File: config.mk
export PLATFORM = sky130hd
export DESIGN_NAME = uart_word_tx_flat
export DESIGN_NICKNAME = d
export VERILOG_FILES = /design/src/rtl/uart_word_tx_if.sv /design/src/rtl/uart_word_tx.sv /design/src/flat_wrapper.sv
export SDC_FILE = /design/constraint.sdc
export NUM_CORES = 1
export LEC_CHECK = 0
export CAP_MARGIN = 20
export CORE_UTILIZATION = 60
export DETAILED_ROUTE_END_ITERATION = 16
export PLACE_DENSITY = 0.84
export SYNTH_ARGS = -nofsm -noshare
export SYNTH_HDL_FRONTEND = slang
export SYNTH_SLANG_ARGS = --single-unit
File: constraint.sdc
create_clock -name clk -period 2.9 [get_ports clk]
set_input_delay 0.29 -clock clk [delete_from_list [all_inputs] [get_ports clk]]
set_output_delay 0.29 -clock clk [all_outputs]
set_load 0.005 [all_outputs]
File: src/rtl/uart_word_tx_if.sv
// Valid/ready beat carrying one result vector into the UART word transmitter.
interface uart_word_tx_if #(
    parameter int DATA_WIDTH = 16
);
    logic [DATA_WIDTH-1:0] s_data;
    logic                  s_valid;
    logic                  s_ready;

    modport master (
        output s_data,
        output s_valid,
        input  s_ready
    );

    modport slave (
        input  s_data,
        input  s_valid,
        output s_ready
    );
endinterface

File: src/rtl/uart_word_tx.sv
// Serializes a NUM_WORDS-word result vector onto the UART tx line,
// LSB word first, LSB bit first, one frame per word with no inter-frame gap.
module uart_word_tx #(
    parameter int CLOCKS_PER_PULSE = 200_000_000 / 9600,
    parameter int BITS_PER_WORD    = 8,
    parameter int PACKET_SIZE      = BITS_PER_WORD + 5,
    parameter int NUM_WORDS        = 2
) (
    input  logic           clk,
    input  logic           rstn,
    uart_word_tx_if.slave  s,
    output logic           tx,
    output logic           busy
);
    localparam int DW        = NUM_WORDS * BITS_PER_WORD;
    localparam int STOP_BITS = PACKET_SIZE - BITS_PER_WORD - 1;
    localparam int PW = (CLOCKS_PER_PULSE > 1) ? $clog2(CLOCKS_PER_PULSE) : 1;
    localparam int BW = (PACKET_SIZE > 1) ? $clog2(PACKET_SIZE) : 1;
    localparam int WW = (NUM_WORDS > 1) ? $clog2(NUM_WORDS) : 1;

    localparam logic [PW-1:0] PULSE_MAX = PW'(CLOCKS_PER_PULSE - 1);
    localparam logic [BW-1:0] BIT_MAX   = BW'(PACKET_SIZE - 1);
    localparam logic [WW-1:0] WORD_MAX  = WW'(NUM_WORDS - 1);

    typedef enum logic {
        IDLE = 1'b0,
        SEND = 1'b1
    } state_t;

    state_t state_q;
    state_t state_d;

    logic [PW-1:0]          pulse_q;
    logic [BW-1:0]          bit_q;
    logic [WW-1:0]          word_q;
    logic [PACKET_SIZE-1:0] shift_q;
    logic [DW-1:0]          buf_q;

    logic pulse_end;
    logic bit_end;
    logic word_end;
    logic last;
    logic accept;

    assign pulse_end = (pulse_q == PULSE_MAX);
    assign bit_end   = (bit_q == BIT_MAX);
    assign word_end  = (word_q == WORD_MAX);
    assign last      = pulse_end && bit_end && word_end;
    assign accept    = (state_q == IDLE) && s.s_valid;

    // The shift register idles at all ones, so tx is high whenever nothing is sent.
    assign tx = shift_q[0];

    always_ff @(posedge clk or negedge rstn) begin
        if (!rstn) begin
            state_q <= IDLE;
        end else begin
            state_q <= state_d;
        end
    end

    always_comb begin
        state_d = state_q;
        unique case (state_q)
            IDLE: if (s.s_valid) state_d = SEND;
            SEND: if (last)      state_d = IDLE;
            default:             state_d = IDLE;
        endcase
    end

    always_comb begin
        s.s_ready = 1'b0;
        busy      = 1'b0;
        unique case (state_q)
            IDLE: s.s_ready = 1'b1;
            SEND: busy      = 1'b1;
            default: begin
                s.s_ready = 1'b0;
                busy      = 1'b0;
            end
        endcase
    end

    // buf_q holds the words not yet framed; word 0 goes straight to the shifter.
    always_ff @(posedge clk or negedge rstn) begin
        if (!rstn) begin
            pulse_q <= '0;
            bit_q   <= '0;
            word_q  <= '0;
            shift_q <= '1;
            buf_q   <= '0;
        end else if (accept) begin
            pulse_q <= '0;
            bit_q   <= '0;
            word_q  <= '0;
            shift_q <= {{STOP_BITS{1'b1}}, s.s_data[BITS_PER_WORD-1:0], 1'b0};
            buf_q   <= s.s_data >> BITS_PER_WORD;
        end else if (state_q == SEND) begin
            if (pulse_end) begin
                pulse_q <= '0;
                if (bit_end) begin
                    bit_q <= '0;
                    if (word_end) begin
                        word_q  <= '0;
                        shift_q <= '1;
                    end else begin
                        word_q  <= word_q + 1'b1;
                        shift_q <= {{STOP_BITS{1'b1}},
                                    buf_q[BITS_PER_WORD-1:0], 1'b0};
                        buf_q   <= buf_q >> BITS_PER_WORD;
                    end
                end else begin
                    bit_q   <= bit_q + 1'b1;
                    shift_q <= {1'b1, shift_q[PACKET_SIZE-1:1]};
                end
            end else begin
                pulse_q <= pulse_q + 1'b1;
            end
        end
    end
endmodule

File: src/flat_wrapper.sv
// flat-port wrapper written by rule: the top's interface ports become plain ports
module uart_word_tx_flat 
#(
    parameter int CLOCKS_PER_PULSE = 200_000_000 / 9600,
    parameter int BITS_PER_WORD    = 8,
    parameter int PACKET_SIZE      = BITS_PER_WORD + 5,
    parameter int NUM_WORDS        = 2
)
  (clk, rstn, tx, busy, s_s_data, s_s_valid, s_s_ready);
  uart_word_tx_if #(.DATA_WIDTH(16)) s_i ();
  input  logic clk;
  input  logic rstn;
  output logic tx;
  output logic busy;
  input wire logic [$bits(s_i.s_data)-1:0] s_s_data;
  input wire logic [$bits(s_i.s_valid)-1:0] s_s_valid;
  output wire logic [$bits(s_i.s_ready)-1:0] s_s_ready;
  assign s_i.s_data = s_s_data;
  assign s_i.s_valid = s_s_valid;
  assign s_s_ready = s_i.s_ready;
  uart_word_tx #(.CLOCKS_PER_PULSE(CLOCKS_PER_PULSE), .BITS_PER_WORD(BITS_PER_WORD), .PACKET_SIZE(PACKET_SIZE), .NUM_WORDS(NUM_WORDS)) u_core (.clk(clk), .rstn(rstn), .s(s_i), .tx(tx), .busy(busy));
endmodule
Word-level counts from Yosys, hierarchy flattened
Index checks and enable logic that the tools add are counted.
- add/sub/neg operators: 3
- equality and inequality tests: 3
- mux-type cells: 27
- bitwise gates (word level): 1
- reduce and logical (&&, ||, !) cells: 9
- operators by type and width (operator ; number):
    16-bit two-way mux ; 5
    15-bit two-way mux ; 3
    13-bit two-way mux ; 3
    4-bit two-way mux ; 4
    15-bit by 1-bit adder with 15-bit output (second input constant) ; 1
    15-bit == test (second input constant) ; 1
    12-bit two-way mux ; 1
    1-bit two-way mux ; 9
    9-bit two-way mux ; 1
    2-bit nonzero test ; 3
    4-bit by 1-bit adder with 4-bit output (second input constant) ; 1
    4-bit == test (second input constant) ; 1
    4-bit AND reduction ; 1
    1-bit logical AND ; 3
    3-bit AND reduction ; 1
    2-bit inequality test (second input constant) ; 1
    1-bit one-hot mux with 2 select lines ; 1
    2-bit AND reduction ; 1
    1-bit adder (second input constant) ; 1
    1-bit inverter ; 1
- register bits after elaboration: 50
- bits of input ports: 19
- word-level logic and storage cells: 49

Logic depth before layout (Yosys ltp)
Gate-level depths: netlist of the first run.
- word-level depth: 6
- depth in mapped cells: 8
- mapped depth without buffers: 6

Worst setup path after synthesis of the first run
No wires, ideal clock.
- path type: flip-flop to flip-flop
- from: register u_core.pulse_q[0]
- to: register u_core.buf_q[0]
- setup time: 0.137 ns
- arrival: 1.778 ns
- data required time: 2.763 ns
- path slack: 0.984 ns
- stages on the path, launching flop included: 7
- path buffers: 0
- clock period less this slack: 1.916 ns
- cells stage by stage: dfrtp_1 > inv_1 > ha_1 > nor4bb_1 > nand4_1 > nor4_4 > o21ai_1
- longest elaborated chain between the ends: 3
- ends and longest elaborated chain (item ; RTL line ; source):
    start: declaration ; uart_word_tx.sv:33 ; logic [PW-1:0] pulse_q;
    start signal: assignment ; uart_word_tx.sv:117 ; pulse_q <= pulse_q + 1'b1;
    15-bit == test ; uart_word_tx.sv:45 ; assign pulse_end = (pulse_q == PULSE_MAX);
    2-bit nonzero test (no source line) ; -- ;
    4-bit AND reduction (no source line) ; -- ;
    end signal: assignment ; uart_word_tx.sv:97 ; buf_q <= s.s_data >> BITS_PER_WORD;
    end signal: assignment ; uart_word_tx.sv:110 ; buf_q <= buf_q >> BITS_PER_WORD;
    end: declaration ; uart_word_tx.sv:37 ; logic [DW-1:0] buf_q;
Every way passes these cells.
A chain may end at the register's enable or synchronous reset.

Worst setup path in the final report of the first run
- from: register u_core.pulse_q[0]
- to: register u_core.shift_q[0]
- longest elaborated chain between the ends: 3
- ends and longest elaborated chain (item ; RTL line ; source):
    15-bit == test ; uart_word_tx.sv:45 ;
    2-bit nonzero test (no source line) ; -- ;
    2-bit AND reduction (no source line) ; -- ;
    end signal: assignment ; uart_word_tx.sv:96 ; shift_q <= {{STOP_BITS{1'b1}}, s.s_data[BITS_PER_WORD-1:0], 1'b0};
    end signal: assignment ; uart_word_tx.sv:108 ; shift_q <= {{STOP_BITS{1'b1}},
    end signal: assignment ; uart_word_tx.sv:114 ; shift_q <= {1'b1, shift_q[PACKET_SIZE-1:1]};
    end: declaration ; uart_word_tx.sv:36 ; logic [PACKET_SIZE-1:0] shift_q;
Every way passes these cells.

==> results of run 1 <==
## routing by layer
metal	vias up	track usage [%]	part of all wire, %
met1	881	42.5	47
met5	-	0	0
met3	7	5.04	5.7
met2	61	39.3	46
li1	892	-	-
met4	0	10.4	0.99
## final cells by class
type | instances | area [µm²]
clock inverters | 3 | 40.0
flip-flops and latches | 38 | 962
fillers | 264 | 940
multi-input cells | 171 | 1050
repair buffers | 23 | 220
well taps | 46 | 57.6
clock buffers | 5 | 37.5
inverters | 7 | 26.3
## power groups by stage
stage                     clock network (mW)  logic [mW]  registers (mW)
after floorplan                            0       0.199           0.741
after global placement                     0       0.258           0.776
after detailed placement                   0       0.271           0.784
after CTS                              0.353       0.273           0.776
after global routing                   0.386       0.310           0.798
final                                  0.353       0.273           0.780
## stage by stage
| step | area (µm²) | total power [mW] | hold slack, ns | setup WS [ns] | instances |
|---|---|---|---|---|---|
| after floorplan | 2100 | 0.941 | -0.00559 | 0.984 | 229 |
| after global placement | 2320 | 1.03 | 0.430 | 0.693 | 285 |
| after detailed placement | 2320 | 1.05 | 0.424 | 0.629 | 285 |
| after CTS | 2400 | 1.40 | 0.0520 | 0.590 | 293 |
| after global routing | 2400 | 1.49 | 0.0767 | 0.454 | 293 |
| final | 2400 | 1.41 | 0.0197 | 0.577 | 293 |
## flip-flops by register name (all words and copies together) (netlist names)
register / cells
u_core.state_q: 1
u_core.word_end: 1
u_core.bit_q: 4
u_core.pulse_q: 15
u_core.shift_q: 9
u_core.buf_q: 8
## worst paths after layout
path | startpoint | end | slack, ns
max in group asynchronous | rstn | u_core.state_q | 2.38
worst max register to register | u_core.pulse_q[0] | u_core.shift_q[0] | 0.58
worst min register to register | u_core.shift_q[4] | u_core.shift_q[4] | 0.51
worst min-delay path | rstn | u_core.pulse_q[0] | 0.02
worst max-delay path | u_core.pulse_q[0] | u_core.shift_q[0] | 0.58
min in group clk | s_s_data[12] | u_core.buf_q[4] | 0.47
## logic make-up (layout without fill, tap and decap cells)
kind of cell | after synthesis | count (layout) | synth area share (%)
simple gates | 98 | 98 | 25.7
compound gates | 68 | 68 | 21.7
flops | 38 | 38 | 45.8
buf+inv | 20 | 38 | 4.11
fa+ha+maj | 4 | 4 | 2.38
xor+xnor | 1 | 1 | 0.417
## worst reg2reg max path, cell delays in order, from the launching register on
cell	delay, ns
dfrtp_1	0.46
inv_1	0.09
ha_1	0.15
or4bb_1	0.55
nor4_4	0.56
a21oi_1	0.15
a311oi_1	0.27
## cell usage in the layout (no fill, tap or decap), types with 2 or more instances in the layout
master | synthesis | routed
o2111ai_1 | 7 | 7
nand2b_1 | 3 | 3
clkinv_2 | 0 | 2
and3_1 | 5 | 5
inv_1 | 6 | 6
nor4_4 | 2 | 2
o21ai_1 | 13 | 13
dfstp_2 | 9 | 9
buf_4 | 0 | 2
a22o_1 | 2 | 2
a31oi_1 | 12 | 12
o21a_1 | 2 | 2
ha_1 | 4 | 4
nor2_1 | 6 | 6
nand3_1 | 7 | 7
o21ai_0 | 5 | 5
o211ai_1 | 7 | 7
nor3_1 | 6 | 6
dfrtp_1 | 29 | 29
nand2_1 | 42 | 42
or4bb_1 | 2 | 2
nand4_1 | 4 | 4
a41oi_1 | 2 | 2
clkdlybuf4s50_1 | 0 | 20
nor4bb_1 | 3 | 3
or3_1 | 9 | 9
a21oi_1 | 9 | 9
a21o_1 | 2 | 2
clkbuf_4 | 0 | 5
nor4_1 | 2 | 2
==> out/summary.json, run 1 <==
{
  "setup_path": {
    "worstPathRequired_ns": 3.15,
    "crit_path_max_incr_delay_ns": 0.55,
    "worst_path_dominant_cell_family": "simple AND/OR/NAND/NOR gates",
    "worst_setup_start_kind": "flop",
    "critPathArrivalTime_ns": 2.57,
    "setup.worst_path.class": "flop to flop",
    "wp_buf_inv": 1,
    "worst_path_max_delay_cell": "or4bb_1",
    "crit_path_end_kind": "flop",
    "critical_path.cell_chain": "inv_1 > ha_1 > or4bb_1 > nor4_4 > a21oi_1 > a311oi_1",
    "worst-path-stages": 6,
    "timing.reg2reg.worst_path_depth": 6,
    "critical_path.max_fanout": 14
  },
  "grt": {
    "antenna_violations_before_repair": 0,
    "grt_pass1_wl_mm": 7.51,
    "grt.total_usage_pct": 27.9,
    "grt_pass1_vias": 1582,
    "final_global_route_overflow_total": 0,
    "grt_max_degree": 39
  },
  "cells_and_area": {
    "finish.utilization_pct": 71.8,
    "num-nets-final": 269,
    "antennaDiodeCount": 0,
    "area.growth.synth_to_final_pct": 14.0,
    "layout-drive-gt1-share_pct": 10.9
  },
  "sta": {
    "totalNegativeSetupSlack_ns": 0,
    "rsz0062_at_grt": "no",
    "setup_viol": 0,
    "timing_hold_violations_final": 0,
    "worst_clock_skew_ns": 0.0130,
    "slew-limit-headroom_pct": 46.9,
    "worst_slew_pin_slew_ns": 0.797,
    "achievable-frequency_mhz": 430,
    "drv_slew": 0,
    "finalCriticalPeriod_ns": 2.32,
    "final.period_utilization_pct": 80.1
  },
  "route": {
    "final_antenna_net_count": 0,
    "remaining_drc_errors": 0,
    "num_vias": 1841,
    "drt_iter0_markers": 137,
    "routed_wirelength_mm": 4.65,
    "post_drt_wl_per_cell_um": 15.9,
    "drt_first_pass_iters": 4,
    "viasPerCell": 6.28
  },
  "clocking": {
    "cts_hold_repair.buffers": 0,
    "root_buffer": "clkbuf_4",
    "cts_setup_buffers": 0,
    "cts-htree-levels": 2,
    "clkTransAtPathRegs_ns": 0.12,
    "cts-buffers-inserted": 5,
    "ctsLongestPathBuffers": 2,
    "postCtsResizedCells": 0,
    "cts.sink_count": 38,
    "cts_tree": "done",
    "clk-insertion-delay-late_ns": 0.34
  },
  "power": {
    "p_sw_share_pct": 32.2,
    "power_density_nw_per_um2": 586,
    "combinationalPowerShare_pct": 19.4,
    "power.net_switching_mw": 0.453,
    "p_clk_share_pct": 25.1,
    "share_of_total_power_in_sequential_cells_pct": 55.5,
    "power.ir.vdd_worst_v": 0.000307,
    "power.internal_mw": 0.953,
    "p_leak_nw": 0.975
  },
  "floorplan": {
    "die_w_um": 61.2,
    "row_count": 21,
    "coreArea_um2": 3340,
    "fp.dieArea_um2": 3740,
    "chipHeight_um": 61.2,
    "io-pin-count": 22,
    "initial_core_util_pct": 63.0
  },
  "yosys": {
    "synth.largest_area_cell": "dfrtp_1",
    "synth.ff_latch_count": 38,
    "postSynth.topFlopCell": "dfrtp_1",
    "post_synthesis_instance_total": 229,
    "dominant_cells_by_area_after_synthesis": "dfrtp_1, dfstp_2, nand2_1, a31oi_1, o21ai_1",
    "syn_area_per_cell_um2": 9.18,
    "cell_with_the_most_instances_after_synthesis": "nand2_1",
    "seq_area_frac_synth_pct": 45.8,
    "synth_common_cells": "nand2_1, dfrtp_1, o21ai_1",
    "synth_edf_count": 0,
    "synth.net_count": 252,
    "synth_cell_type_count": 46,
    "syn_area_um2": 2100,
    "synth_top_area_share_pct": 34.5,
    "asyncSetResetFlopFracSynth_pct": 100,
    "count_of_warnings_emitted_by_yosys": 0
  },
  "worst_hold_path": {
    "hold_path_class": "primary input to async pin"
  },
  "placed_design": {
    "place.gp.congestion": 0.885,
    "place.port_buffers": 21,
    "post-dp-hpwl_mm": 3.13
  },
  "status": {
    "outcome": "finished clean"
  },
  "job": {
    "maxCapViolCount": 0
  }
}
Note: power is estimated with default switching activity, not from simulation.
==> run 2: changes to the inputs <==
CORE_UTILIZATION = 51   (was 60)
PLACE_DENSITY = 0.76   (was 0.84)
clock period = 2 ns   (was 2.9 ns; I/O delays follow)
==> out/summary.json, run 2 (same netlist as run 1, synthesis figures left out) <==
{
  "power": {
    "p_leak": {"value": 1.12, "unit": "nW", "change": "+15%"},
    "power.ir.vdd_worst": {"value": 0.000492, "unit": "V", "change": "+60%"},
    "power_density": {"value": 838, "unit": "nW/µm²", "change": "+43%"},
    "power.total": {"value": 2.24, "unit": "mW", "change": "+60%"}
  },
  "sta": {
    "finalCriticalPeriod": {"value": 1.88, "unit": "ns", "change": "-0.442 ns"},
    "worst_slew_pin_slew": {"value": 0.844, "unit": "ns", "change": "+0.0470 ns"},
    "slew-limit-headroom": {"value": 43.7, "unit": "%", "change": "-3.1 points"},
    "worst_clock_skew": {"value": 0.00932, "unit": "ns", "change": "-0.00365 ns"},
    "timing_hold_violations_final": {"value": 0, "change": "unchanged"},
    "achievable-frequency": {"value": 532, "unit": "MHz", "change": "+24%"},
    "fin_worst_hold_slack": {"value": 0.0117, "unit": "ns", "change": "-0.00796 ns"},
    "setup_viol": {"value": 0, "change": "unchanged"},
    "fin_worst_setup_slack": {"value": 0.119, "unit": "ns", "change": "-0.458 ns"},
    "final.period_utilization": {"value": 94.1, "unit": "%", "change": "+14 points"},
    "totalNegativeSetupSlack": {"value": 0, "unit": "ns", "change": "unchanged"},
    "drv_slew": {"value": 0, "change": "unchanged"}
  },
  "placed_design": {
    "place.gp.congestion": {"value": 0.936, "change": "+5.8%"},
    "place.port_buffers": {"value": 21, "change": "unchanged"},
    "post-dp-hpwl": {"value": 3.54, "unit": "mm", "change": "+13%"},
    "placement.setup.worst_slack": {"value": -0.0607, "unit": "ns", "change": "-0.690 ns"}
  },
  "grt": {
    "grt_max_degree": {"value": 39, "change": "unchanged"},
    "grt_pass1_vias": {"value": 1782, "change": "+13%"},
    "grt.total_usage": {"value": 26.1, "unit": "%", "change": "-1.8 points"},
    "final_global_route_overflow_total": {"value": 0, "change": "unchanged"},
    "grt_pass1_wl": {"value": 8.45, "unit": "mm", "change": "+12%"},
    "antenna_violations_before_repair": {"value": 0, "change": "unchanged"}
  },
  "clocking": {
    "ctsLongestPathBuffers": {"value": 2, "change": "unchanged"},
    "cts-htree-levels": {"value": 2, "change": "unchanged"},
    "clkTransAtPathRegs": {"value": 0.08, "unit": "ns", "change": "-0.04 ns"},
    "cts.sink_count": {"value": 38, "change": "unchanged"},
    "cts-buffers-inserted": {"value": 5, "change": "unchanged"},
    "cts_hold_repair.buffers": {"value": 0, "change": "unchanged"},
    "cts_tree": "done",
    "root_buffer": "clkbuf_8",
    "clk-insertion-delay-late": {"value": 0.30, "unit": "ns", "change": "-0.04 ns"}
  },
  "route": {
    "post_drt_wl_per_cell": {"value": 15.6, "unit": "µm", "change": "-1.7%"},
    "num_vias": {"value": 1949, "change": "+5.9%"},
    "routed_wirelength": {"value": 5.03, "unit": "mm", "change": "+8.1%"},
    "drt_first_pass_iters": {"value": 4, "change": "unchanged"},
    "final_antenna_net_count": {"value": 0, "change": "unchanged"},
    "viasPerCell": {"value": 6.05, "change": "-3.7%"},
    "drt_iter0_markers": {"value": 192, "change": "+40%"},
    "remaining_drc_errors": {"value": 0, "change": "unchanged"}
  },
  "setup_path": {
    "worst_setup_start_kind": "flop",
    "critPathArrivalTime": {"value": 2.11, "unit": "ns", "change": "-0.46 ns"},
    "crit-reg2reg-launch": "u_core.pulse_q[0]",
    "setup.worst_path.class": "flop to flop",
    "critical_path.max_fanout": {"value": 5, "change": "-9"},
    "timing.rr.end": "u_core.bit_q[0]",
    "timing.reg2reg.worst_path_depth": {"value": 8, "change": "+2"},
    "rrSetupSlack": {"value": 0.12, "unit": "ns", "change": "-0.46 ns"},
    "crit_path_end_kind": "flop",
    "worstPathRequired": {"value": 2.23, "unit": "ns", "change": "-0.92 ns"}
  },
  "cells_and_area": {
    "finish.utilization": {"value": 70.5, "unit": "%", "change": "-1.4 points"},
    "max_flop_register": "u_core.pulse_q",
    "layout.cells.most_common": "nand2_1",
    "layout-drive-gt1-share": {"value": 22.6, "unit": "%", "change": "+12 points"},
    "largest_registers": "u_core.pulse_q: 15 flops, u_core.shift_q: 9 flops, u_core.buf_q: 8 flops",
    "num-nets-final": {"value": 296, "change": "+10%"},
    "n_fill_cell": {"value": 301, "change": "+14%"},
    "multiInputGateArea": {"value": 1110, "unit": "µm²", "change": "+5.3%"},
    "layout.cells.most_common_list": "nand2_1, dfrtp_1, buf_4, clkdlybuf4s50_1, o21ai_1",
    "largest_register_ffs": {"value": 15, "change": "unchanged"},
    "antennaDiodeCount": {"value": 0, "change": "unchanged"},
    "area.growth.synth_to_final_pct": 27.3,
    "sequential_cell_area": {"value": 962, "unit": "µm²", "change": "unchanged"}
  },
  "floorplan": {
    "coreArea": {"value": 3800, "unit": "µm²", "change": "+14%"},
    "row_count": {"value": 22, "change": "+4.8%"},
    "io-pin-count": {"value": 22, "change": "unchanged"},
    "chipHeight": {"value": 66.2, "unit": "µm", "change": "+8.2%"},
    "die_w": {"value": 66.2, "unit": "µm", "change": "+8.2%"},
    "initial_core_util": {"value": 55.3, "unit": "%", "change": "-7.7 points"},
    "fp.dieArea": {"value": 4380, "unit": "µm²", "change": "+17%"}
  },
  "worst_hold_path": {
    "hold_path_class": "primary input to async pin"
  },
  "job": {
    "maxCapViolCount": {"value": 0, "change": "unchanged"}
  },
  "status": {
    "outcome": "finished clean"
  }
}
run 2: per-stage QoR:
stage	area, µm²	cells
finish	2680	322
global route	2680	322
CTS	2600	319
detailed placement	2490	310
global placement	2490	310
floorplan	2100	229
run 2: final cells by class:
type	instances	area share, %
clock buffers	7	3.23
inverters	7	0.982
flip-flops and latches	38	36.0
repair buffers	50	15.9
clock inverters	1	0.187
multi-input cells	171	41.5
well taps	48	2.24
run 2: worst max-delay path, stage by stage, from the launching register on:
cell     delay (ns)
dfrtp_1        0.39
inv_2          0.09
ha_4           0.13
or4bb_4        0.48
nor4_4         0.14
buf_4          0.19
buf_6          0.11
nand4_1        0.11
a21oi_2        0.16
run 2: power by group:
part	leakage [nW]	internal [mW]	total [mW]	switching (mW)
clock	0.0482	0.278	0.547	0.269
combinational	0.627	0.308	0.621	0.313
sequential	0.449	0.927	1.07	0.147
run 2: timing repair:
action,in CTS,in global routing
endpoints found under the setup margin,10,28
setup buffers,1,3
pin swaps,3,3
gates resized for setup,2,11
gates cloned,0,0
run 2: worst max path at each step:
| stage | startpoint | end | depth (start not counted) |
|---|---|---|---|
| global route | u_core.pulse_q[0] | u_core.bit_q[0] | 8 |
| detailed placement | u_core.pulse_q[0] | u_core.bit_q[0] | 7 |
| CTS | u_core.pulse_q[0] | u_core.bit_q[0] | 8 |
| global placement | u_core.pulse_q[0] | u_core.bit_q[0] | 7 |
| floorplan | u_core.pulse_q[0] | u_core.buf_q[0] | 6 |
| finish | u_core.pulse_q[0] | u_core.bit_q[0] | 8 |
run 2: per-layer routing:
layer | GRT usage (%) | up-vias | wire length, µm
met5 | 0 | - | 0
met4 | 11.2 | 0 | 82
met3 | 4.66 | 7 | 347
met2 | 36.6 | 65 | 2100
met1 | 39.0 | 934 | 2490
li1 | - | 943 | -
